**config.mk**
```make
export PLATFORM = sky130hd
export DESIGN_NAME = ssa_window_accumulator
export DESIGN_NICKNAME = d
export VERILOG_FILES = /design/src/rtl/ssa_window_accumulator.sv
export SDC_FILE = /design/constraint.sdc
export NUM_CORES = 1
export LEC_CHECK = 0
export ABC_AREA = 1
export CORE_UTILIZATION = 35
export DETAILED_ROUTE_END_ITERATION = 6
export PLACE_DENSITY_LB_ADDON = 0.15
export SLEW_MARGIN = 0
export SYNTH_ARGS = -nofsm -noshare
export SYNTH_HDL_FRONTEND = slang
export SYNTH_SLANG_ARGS = --single-unit
export TNS_END_PERCENT = 50
```
**constraint.sdc**
```tcl
create_clock -name clk -period 3.5 [get_ports clk]
set_input_delay 0.35 -clock clk [delete_from_list [all_inputs] [get_ports clk]]
set_output_delay 0.35 -clock clk [all_outputs]
set_load 0.03 [all_outputs]
```
**src/rtl/ssa_window_accumulator.sv**
```systemverilog
// Windowed accumulator for the select-chain result stream: a 2-entry input FIFO
// feeds a sum/count FSM whose closed windows are offered on a valid/ready port.
module ssa_window_accumulator #(
    parameter int unsigned WIDTH  = 4,
    parameter int unsigned WINDOW = 4
) (
    input  logic                                   clk,
    input  logic                                   rst,
    input  logic [WIDTH-1:0]                       in_data,
    input  logic                                   in_valid,
    output logic                                   in_ready,
    input  logic                                   flush,
    output logic [WIDTH+$clog2(WINDOW)-1:0]        out_sum,
    output logic [$clog2(WINDOW):0]                out_count,
    output logic                                   out_valid,
    input  logic                                   out_ready
);
    localparam int unsigned SUM_WIDTH = WIDTH + $clog2(WINDOW);
    localparam int unsigned CNT_WIDTH = $clog2(WINDOW) + 1;
    localparam int unsigned OCC_WIDTH = 2;

    typedef enum logic {ACCUM, HOLD} state_t;

    state_t               state, state_n;
    logic [WIDTH-1:0]     mem [2];
    logic                 wr_ptr, rd_ptr;
    logic [OCC_WIDTH-1:0] occ;
    logic [SUM_WIDTH-1:0] sum, sum_n, sum_inc, out_sum_n;
    logic [CNT_WIDTH-1:0] n, n_n, n_inc, out_count_n;
    logic                 out_valid_n;
    logic                 push, pop;

    // in_ready depends only on registered occupancy, so a same-cycle pop cannot raise it
    assign in_ready = !rst && (occ != OCC_WIDTH'(2));
    assign push     = in_valid && in_ready;
    assign pop      = (state == ACCUM) && (occ != OCC_WIDTH'(0));
    assign sum_inc  = sum + SUM_WIDTH'(mem[rd_ptr]);
    assign n_inc    = n + CNT_WIDTH'(1);

    // FIFO storage needs no reset; occupancy and pointers gate every read
    always_ff @(posedge clk) begin
        if (push) begin
            mem[wr_ptr] <= in_data;
        end
    end

    always_ff @(posedge clk) begin
        if (rst) begin
            wr_ptr <= 1'b0;
            rd_ptr <= 1'b0;
            occ    <= '0;
        end else begin
            if (push) wr_ptr <= ~wr_ptr;
            if (pop)  rd_ptr <= ~rd_ptr;
            occ <= occ + OCC_WIDTH'(push) - OCC_WIDTH'(pop);
        end
    end

    always_ff @(posedge clk) begin
        if (rst) begin
            state     <= ACCUM;
            sum       <= '0;
            n         <= '0;
            out_sum   <= '0;
            out_count <= '0;
            out_valid <= 1'b0;
        end else begin
            state     <= state_n;
            sum       <= sum_n;
            n         <= n_n;
            out_sum   <= out_sum_n;
            out_count <= out_count_n;
            out_valid <= out_valid_n;
        end
    end

    // Next-state: accumulate on pop, close on full window or an idle flush, hold until accepted
    always_comb begin
        state_n     = state;
        sum_n       = sum;
        n_n         = n;
        out_sum_n   = out_sum;
        out_count_n = out_count;
        out_valid_n = out_valid;
        case (state)
            ACCUM: begin
                if (pop) begin
                    sum_n = sum_inc;
                    n_n   = n_inc;
                    if (n_inc == CNT_WIDTH'(WINDOW)) begin
                        out_sum_n   = sum_inc;
                        out_count_n = n_inc;
                        out_valid_n = 1'b1;
                        state_n     = HOLD;
                    end
                end else if (flush && (n != '0)) begin
                    out_sum_n   = sum;
                    out_count_n = n;
                    out_valid_n = 1'b1;
                    state_n     = HOLD;
                end
            end
            HOLD: begin
                if (out_valid && out_ready) begin
                    out_valid_n = 1'b0;
                    sum_n       = '0;
                    n_n         = '0;
                    state_n     = ACCUM;
                end
            end
            default: state_n = ACCUM;
        endcase
    end
endmodule

```
-- Yosys cells after proc, flatten, opt, wreduce, memory -nomap -nowiden
Memory sizes are Yosys's and may differ from the RTL's. A register that Yosys moved wholly into a read port is not among the register bits.
Cells that the tools add are included.
W data, S select, Z words.
- $add $sub $neg: 4
- eq/ne operators: 7
- multiplexer cells: 26
- bitwise gates (word level): 3
- reduce and logical (&&, ||, !) cells: 12
- operators by type and width (cell ; count):
    $mux W6 ; 5
    $mux W3 ; 5
    $mux W1 ; 12
    $pmux W6 S2 ; 1
    $add A6 B4 Y6 ; 1
    $ne A3 B2 Y1 const B ; 2
    $pmux W3 S2 ; 1
    $reduce_and A3 Y1 ; 2
    $logic_and A1 B1 Y1 ; 5
    $ne A2 B1 Y1 const B ; 2
    $ne A2 B2 Y1 const B ; 2
    $pmux W1 S2 ; 2
    $reduce_bool A2 Y1 ; 2
    $add A3 B1 Y3 const B ; 1
    $eq A3 B3 Y1 const B ; 1
    $not A1 Y1 ; 3
    $reduce_bool A3 Y1 ; 1
    $add A2 B1 Y2 ; 1
    $reduce_and A2 Y1 ; 1
    $sub A2 B1 Y2 ; 1
    $logic_not A1 Y1 ; 1
- bits in registers: 24
- RAM bits: 8
- bits of input ports: 9
- output and inout bits: 11
- memories: 1
- memories (memory ; depth ; width ; rd ports ; clocked after Yosys merged registers in ; wr ports ; RTL line ; source):
    mem ; 2 ; 4 ; 1 ; 1 ; 1 ; 25 ; logic [WIDTH-1:0] mem [2];

-- Depth between registers and ports, before layout
Gate-level depths: netlist of the first run.
- word-level depth: 5
- gate-level depth with buffers: 11

-- Least setup slack after synthesis of the first run
Ideal clock, no wire load.
- path kind: register -> register
- start: register occ[0]
- end: register occ[1]
- arrival time: 1987 ps
- required time: 3380 ps
- slack: 1392 ps
- stages on the path, launching flop included: 10
- path buffers: 0
- clock period less this slack: 2108 ps
- cell sequence: dfxtp_1 > inv_1 > a21oi_1 > nand2_1 > ha_1 > inv_1 > ha_1 > xor2_1 > o21ai_0 > a21oi_1
- longest elaborated chain between the ends: 5
- elaborated cells between the ends (all ways): 7
- classes of those cells: 2 x add/sub; 1 x eq/ne; 4 x reduce/logical
- ends and longest elaborated chain (element ; RTL line ; source):
    start, declared ; 27 ; logic [OCC_WIDTH-1:0] occ;
    start signal, assigned ; 55 ; occ <= occ + OCC_WIDTH'(push) - OCC_WIDTH'(pop);
    $ne A2 B2 Y1 ; 34 ; assign in_ready = !rst && (occ != OCC_WIDTH'(2));
    $logic_and A1 B1 Y1 ; 34 ;
    named net in_ready ; 11 ; output logic in_ready,
    $logic_and A1 B1 Y1 ; 35 ; assign push = in_valid && in_ready;
    $add A2 B1 Y2 ; 55 ;
    $sub A2 B1 Y2 ; 55 ;
The timed path passes the listed nets, and every way through them passes these cells.
A chain may end at the register's enable or synchronous reset.

-- Worst setup path in the final report of the first run
- start: input port rst
- end: output port in_ready
- longest elaborated chain between the ends: 2
- ends and longest elaborated chain (element ; RTL line ; source):
    start, declared ; 8 ; input logic rst,
    $logic_not A1 Y1 ; 34 ;
    $logic_and A1 B1 Y1 ; 34 ;
    end, declared ; 11 ;
No other way between the ends.

==> reports/metrics.cfg, run 1 <==
[run_status]
outcome=finished, final reports clean

[critical_path]
worst-setup-path-type=input port to output port
cp_data_arrival_time_ns=2.03
start_kind=input port
critPathCaptureType=output port
critical_path_required_ns=3.15
critPathMaxFanout=13

[detailed_routing]
vias=1246
drtAntennaViolNets=0
viasPerCell=4.720
firstDrtPassIters=4
wl_per_cell_um=11.66
drtIter0Drc=74
route.detailed.drc=0
wl_um=3079

[logic_synthesis]
ys_seq_elements=33
syn_area_per_cell_um2=8.652
yosysSeqAreaShare_pct=45.54
syn_area_mm2=0.001627
yosys_warnings=0
syn_nets=207
synth_cell_types=29
synth_cells=188

[grt]
grt_pass1_wl_um=5181
grt_antenna_before_repair=0
grt_max_degree=19
grt_pass1_vias=1192
grt_remaining_overflow=0
track_usage_pct=13.89

[clock_tree]
post_cts.repair.setup_buffers=0
cts.clk_slew.worst_paths_ns=0.06
cts_resized=0
cts_tree=yes
hold_buffers=0
cts.sinks=33
clockRootBuffer=clkbuf_8
clock_latency_ns=0.28
h-tree-depth=2
cts-buffers-inserted=5
cts_max_path_buffers=2

[power_and_ir_drop]
p_switching_uw=691.1
p_leak_nw=0.8336
p_comb_share_pct=48.1
internal_power_uw=926.1
pwr-share-clk_pct=16.7
powerDensity_mw_per_mm2=836.0
ir_drop_mv=0.2428
sequentialPowerShare_pct=35.2
swShare_pct=42.73

[timing]
rsz0062_at_grt=no
setup_tns_ns=0
maxSlewViolCount=0
finalHoldViolations=0
max_freq_ghz=0.4199
fin_crit_ns=2.381
tightest_slew_ns=0.5302
max_slew_margin_pct=64.54
fin_crit_sh_pct=68.04
finClkSkew_ns=0.004889
setup_viol_count_final=0

[floorplan]
die_w_um=70.17
initial_core_util_pct=36.85
die_y_um=70.17
ios=20
dieArea_mm2=0.004924
core-area_mm2=0.004414
rows=24

[place]
place_inst=256
port_buffers=19
gp_congestion=0.8297
dp_hpwl_um=2219

[worst_hold_path]
worst_hold_path_type=flip-flop to flip-flop

[final_layout]
fin_cells=264
drive_gt1_share_pct=13.21
final.fill_count=436
areaGrowthSynthToFinish_pct=18.92
layout.nets=230
n_antenna_cell=0
fin_util_pct=43.82

[run]
cap_viol_max_count=0

placed cells by master, fill, tap and decap left out, drive strengths merged:
cell type	instances
a22oi	1
nor2	22
clkbuf	8
edfxtp	8
ha	9
o21ai	16
nand3	7
fa	1
or2	1
nand2	48
clkdlybuf4s50	19
xor2	2
dfxtp	25
inv	21
a21oi	19
nand4	1
mux2	4
state kept, by name (all words and copies together) (netlist names), named ones only:
name and count:
occ 2, wr_ptr 1, mem 8, out_valid 1, rd_ptr 1, out_sum 6, out_count 3, state 1
sum 6, n 3
power groups by stage:
stage                     clock, mW  combinational [mW]  sequential [mW]
after floorplan                   0               0.541            0.635
after detailed placement          0               0.783            0.578
after CTS                     0.281               0.786            0.570
after global routing          0.303               0.868            0.586
after global placement            0               0.770            0.573
final                         0.270               0.778            0.569
through the flow:
step / hold slack, ns / setup WS, ns / power (mW) / cell area (um2)
2_1_floorplan: 0.4191 / 1.392 / 1.176 / 1627
3_3_place_gp: 0.4356 / 1.076 / 1.343 / 1854
3_5_place_dp: 0.4472 / 0.9464 / 1.361 / 1854
4_1_cts: 0.4549 / 1.105 / 1.637 / 1934
5_1_grt: 0.4940 / 1.027 / 1.757 / 1934
6_report: 0.4556 / 1.119 / 1.617 / 1934
worst max-delay path: stages:
cell and delay, ns:
clkdlybuf4s50_1 0.68, a21oi_1 0.30, clkdlybuf4s50_1 0.71
layer usage:
| layer | vias up | wire, um | part of all wire, % | global-route usage [%] |
|---|---|---|---|---|
| li1 | 660 | - | - | - |
| met1 | 560 | 1404 | 46 | 16.09 |
| met2 | 22 | 1506 | 49 | 22.22 |
| met3 | 4 | 108 | 3.5 | 4.762 |
| met4 | 0 | 59 | 1.9 | 8.000 |
| met5 | - | 0 | 0 | 0 |
final timing paths:
path                            slack (ns)      start          to  cells after the start
worst max-delay path                  1.12        rst    in_ready                      3
worst min-delay path                  0.46     rd_ptr      rd_ptr                      1
worst min register to register        0.46     rd_ptr      rd_ptr                      1
worst max register to register        1.51  flip-flop  out_sum[2]                      8
final cells by class:
type,count,area [um2],share of cell area (%)
tap,52,65.06,3.364
multi-input combinational,131,767.0,39.65
sequential,33,740.7,38.29
clock buffer,8,80.08,4.140
inverter,21,91.34,4.722
timing repair buffer,19,190.2,9.832
synth_stat cells:
cell type   n  area [um2]
a21oi_1    16       80.08
inv_6       1       8.760
dfxtp_1    25       500.5
inv_2       2       7.510
o21ai_1     3       15.01
ha_1        9       112.6
nand2_4     3       33.78
nand3_2     3       30.03
edfxtp_1    8       240.2
nand2_1    43       161.4
xor2_1      2       17.52
clkbuf_1    1       3.750
buf_12      1       20.02
inv_1      17       63.81
nand4_1     1       6.260
mux2_2      4       45.04
a22oi_1     1       7.510
nand2_2     1       6.260
fa_1        1       20.02
nor2_1     19       71.32
or2_1       1       6.260
nand2_8     1       20.02
o21ai_0    12       60.06
inv_8       1       11.26
o21ai_2     1       8.760
buf_1       1       3.750
nor2_2      3       18.77
nand3_1     4       20.02
a21oi_2     3       26.28
logic make-up after synthesis:
group / share of synthesized area [%]
AND/OR/NAND/NOR: 23.00
adder cells (fa/ha/maj): 8.154
AO/OA/AOI/OAI: 12.15
flip-flops: 45.54
multiplexers: 2.769
XOR/XNOR: 1.077
buffers and inverters: 7.307
(Power assumes the default switching activity.)
==> run 2: changes to the inputs <==
==> constraint.sdc (replaced) <==
create_clock -name clk -period 2.3 [get_ports clk]
set_input_delay 0.23 -clock clk [delete_from_list [all_inputs] [get_ports clk]]
set_output_delay 0.23 -clock clk [all_outputs]
set_load 0.03 [all_outputs]
==> run 2 against run 1 <==
Net effect: die area stayed put; clock power up 67%; first-iteration DRC count decreased by 42%; worst hold slack hardly changed; power up 54%; clock-buffer cell count stayed put; global-route usage increased by 0.69 points; largest cell class unchanged.
==> reports/metrics.cfg, run 2 (synthesis results as in run 1) <==
[grt]
grt_remaining_overflow=0  ; unchanged
grt_antenna_before_repair=0  ; unchanged
grt.busiest_layer=met2
track_usage_pct=14.58  ; +0.69 points
grt_pass1_wl_um=5554  ; +7.2%
grt_max_degree=19  ; unchanged
use_met1_pct=17.68  ; +1.6 points
use_met3_pct=3.896  ; -0.87 points
grtUsageMet2_pct=23.29  ; +1.1 points
grt_pass1_vias=1259  ; +5.6%

[timing]
finalHoldViolations=0  ; unchanged
setup_viol_count_final=0  ; unchanged
holdWs_ns=0.4552  ; -0.0003730 ns
max_slew_margin_pct=69.25  ; +4.7 points
tightest_slew_ns=0.4612  ; -0.06907 ns
setup_tns_ns=0  ; unchanged
finClkSkew_ns=0.004963  ; +0.00007374 ns
fin_crit_ns=1.927
rsz0062_at_grt=no
max_freq_ghz=0.5190
fin_crit_sh_pct=83.77
maxSlewViolCount=0  ; unchanged

[clock_tree]
cts_tree=yes
cts.clk_slew.worst_paths_ns=0.07  ; about the same
post_cts.repair.setup_buffers=0  ; unchanged
cts.sinks=33  ; unchanged
cts-buffers-inserted=5  ; unchanged
cts_resized=0  ; unchanged
clockRootBuffer=clkbuf_8
cts_max_path_buffers=2  ; unchanged
clock_latency_ns=0.29  ; about the same
hold_buffers=0  ; unchanged
h-tree-depth=2  ; unchanged

[floorplan]
core-area_mm2=0.004414  ; unchanged
ios=20  ; unchanged
die_w_um=70.17  ; unchanged
rows=24  ; unchanged
dieArea_mm2=0.004924  ; unchanged
initial_core_util_pct=36.85  ; unchanged
die_y_um=70.17  ; unchanged

[power_and_ir_drop]
internal_power_mw=1.438  ; +55%
powerDensity_mw_per_mm2=1277  ; +53%
p_total_mw=2.492  ; +54%
pwr-share-clk_pct=18.1  ; +1.4 points
swShare_pct=42.31  ; -0.42 points
p_comb_share_pct=47.1  ; -1.0 points
p_leak_nw=0.8444  ; +1.3%
p_switching_mw=1.054  ; +53%
ir_drop_mv=0.4076  ; +68%
sequentialPowerShare_pct=34.8  ; -0.4 points

[final_layout]
n_antenna_cell=0  ; unchanged
regMostFlops=mem
final.fill_count=437  ; +0.23%
drive_gt1_share_pct=14.08  ; +0.88 points
areaGrowthSynthToFinish_pct=20.00
top_regs=mem x8, out_sum x6, sum x6
multiInputGateArea_um2=767.0  ; unchanged
layout.nets=231  ; +0.43%
ff_latch_area_um2=740.7  ; unchanged
fin_cells=265  ; +0.38%
final_cell_mix=43 x nand2_1, 25 x dfxtp_1, 19 x nor2_1, 19 x clkdlybuf4s50_1, 17 x inv_1
postLayoutCellArea_mm2=0.001952  ; +0.91%
largest_reg_flops=8  ; unchanged
mostFrequentLayoutCell=nand2_1

[critical_path]
critPathCaptureType=flip-flop
cp_slowest_stage_delay_ns=0.41  ; -0.30 ns
cp_data_arrival_time_ns=2.11  ; +0.08 ns
worst-setup-path-type=flip-flop to flip-flop
critical_path_required_ns=2.48  ; -0.67 ns
reg2regPathDepth=8  ; unchanged
start_kind=flip-flop
path_cells=mux2_2, ha_1, fa_1, xor2_1, nand2_1, nand2_1, nor2_1, nor2_1
cp_slowest_cell=fa_1
critPathMaxFanout=4  ; -9

[run_status]
outcome=finished, final reports clean

[worst_hold_path]
worst_hold_path_type=flip-flop to flip-flop
holdPathStages=1  ; unchanged

[detailed_routing]
wl_per_cell_um=11.63  ; -0.31%
viasPerCell=4.709  ; -0.22%
wl_um=3081  ; about the same
drtAntennaViolNets=0  ; unchanged
drtIter0Drc=43  ; -42%
firstDrtPassIters=4  ; unchanged
vias=1248  ; +0.16%
route.detailed.drc=0  ; unchanged

[place]
place_inst=257  ; +0.39%
place_area_mm2=0.001862  ; +0.41%
dp_hpwl_um=2237  ; +0.82%
port_buffers=19  ; unchanged
gp_congestion=0.8478  ; +2.2%

[run]
cap_viol_max_count=0  ; unchanged

[run 2: cell types whose count changed in the layout (fill, tap and decap cells not counted), sizes merged]
| cell | delta |
|---|---|
| buf | +1 |
[run 2: layer usage]
metal	routed length, um	part of all wire [%]
met3	95	3.1
met2	1417	46
met1	1498	49
met4	70	2.3
met5	0	0
[run 2: worst max-delay path, delay by kind of cell, from the launching register on]
family / cells / cell delay (ns)
flops: 1 / 0.40
simple gates: 4 / 0.29
fa+ha+maj: 2 / 0.62
mux: 1 / 0.36
xor+xnor: 1 / 0.17
[run 2: final timing paths]
path / slack, ns / start / end
worst max-delay path: 0.37 / flip-flop / out_sum[2]
worst min-delay path: 0.46 / rd_ptr / rd_ptr
worst max register to register: 0.37 / flip-flop / out_sum[2]
worst min register to register: 0.46 / rd_ptr / rd_ptr
[run 2: power groups by stage]
stage                     Clock (mW)  Combinational, mW  Sequential [mW]
final                          0.451               1.17            0.867
after floorplan                    0              0.823            0.967
after detailed placement           0               1.19            0.880
after global routing           0.481               1.35            0.888
after global placement             0               1.17            0.874
after CTS                      0.461               1.19            0.868
[run 2: cell type report]
cell class	count	share of cell area [%]
clock buffers	8	4.615
inverters	21	4.679
multi-input cells	131	39.29
flip-flops and latches	33	37.95
well taps	52	3.333
repair buffers	20	10.13
[run 2: through the flow]
stage,util (%),setup slack (ns)
2_1_floorplan,-,0.1925
3_3_place_gp,42.18,0.4077
3_5_place_dp,42.18,0.3173
4_1_cts,44.22,0.3685
5_1_grt,44.22,0.1736
6_report,44.22,0.3733
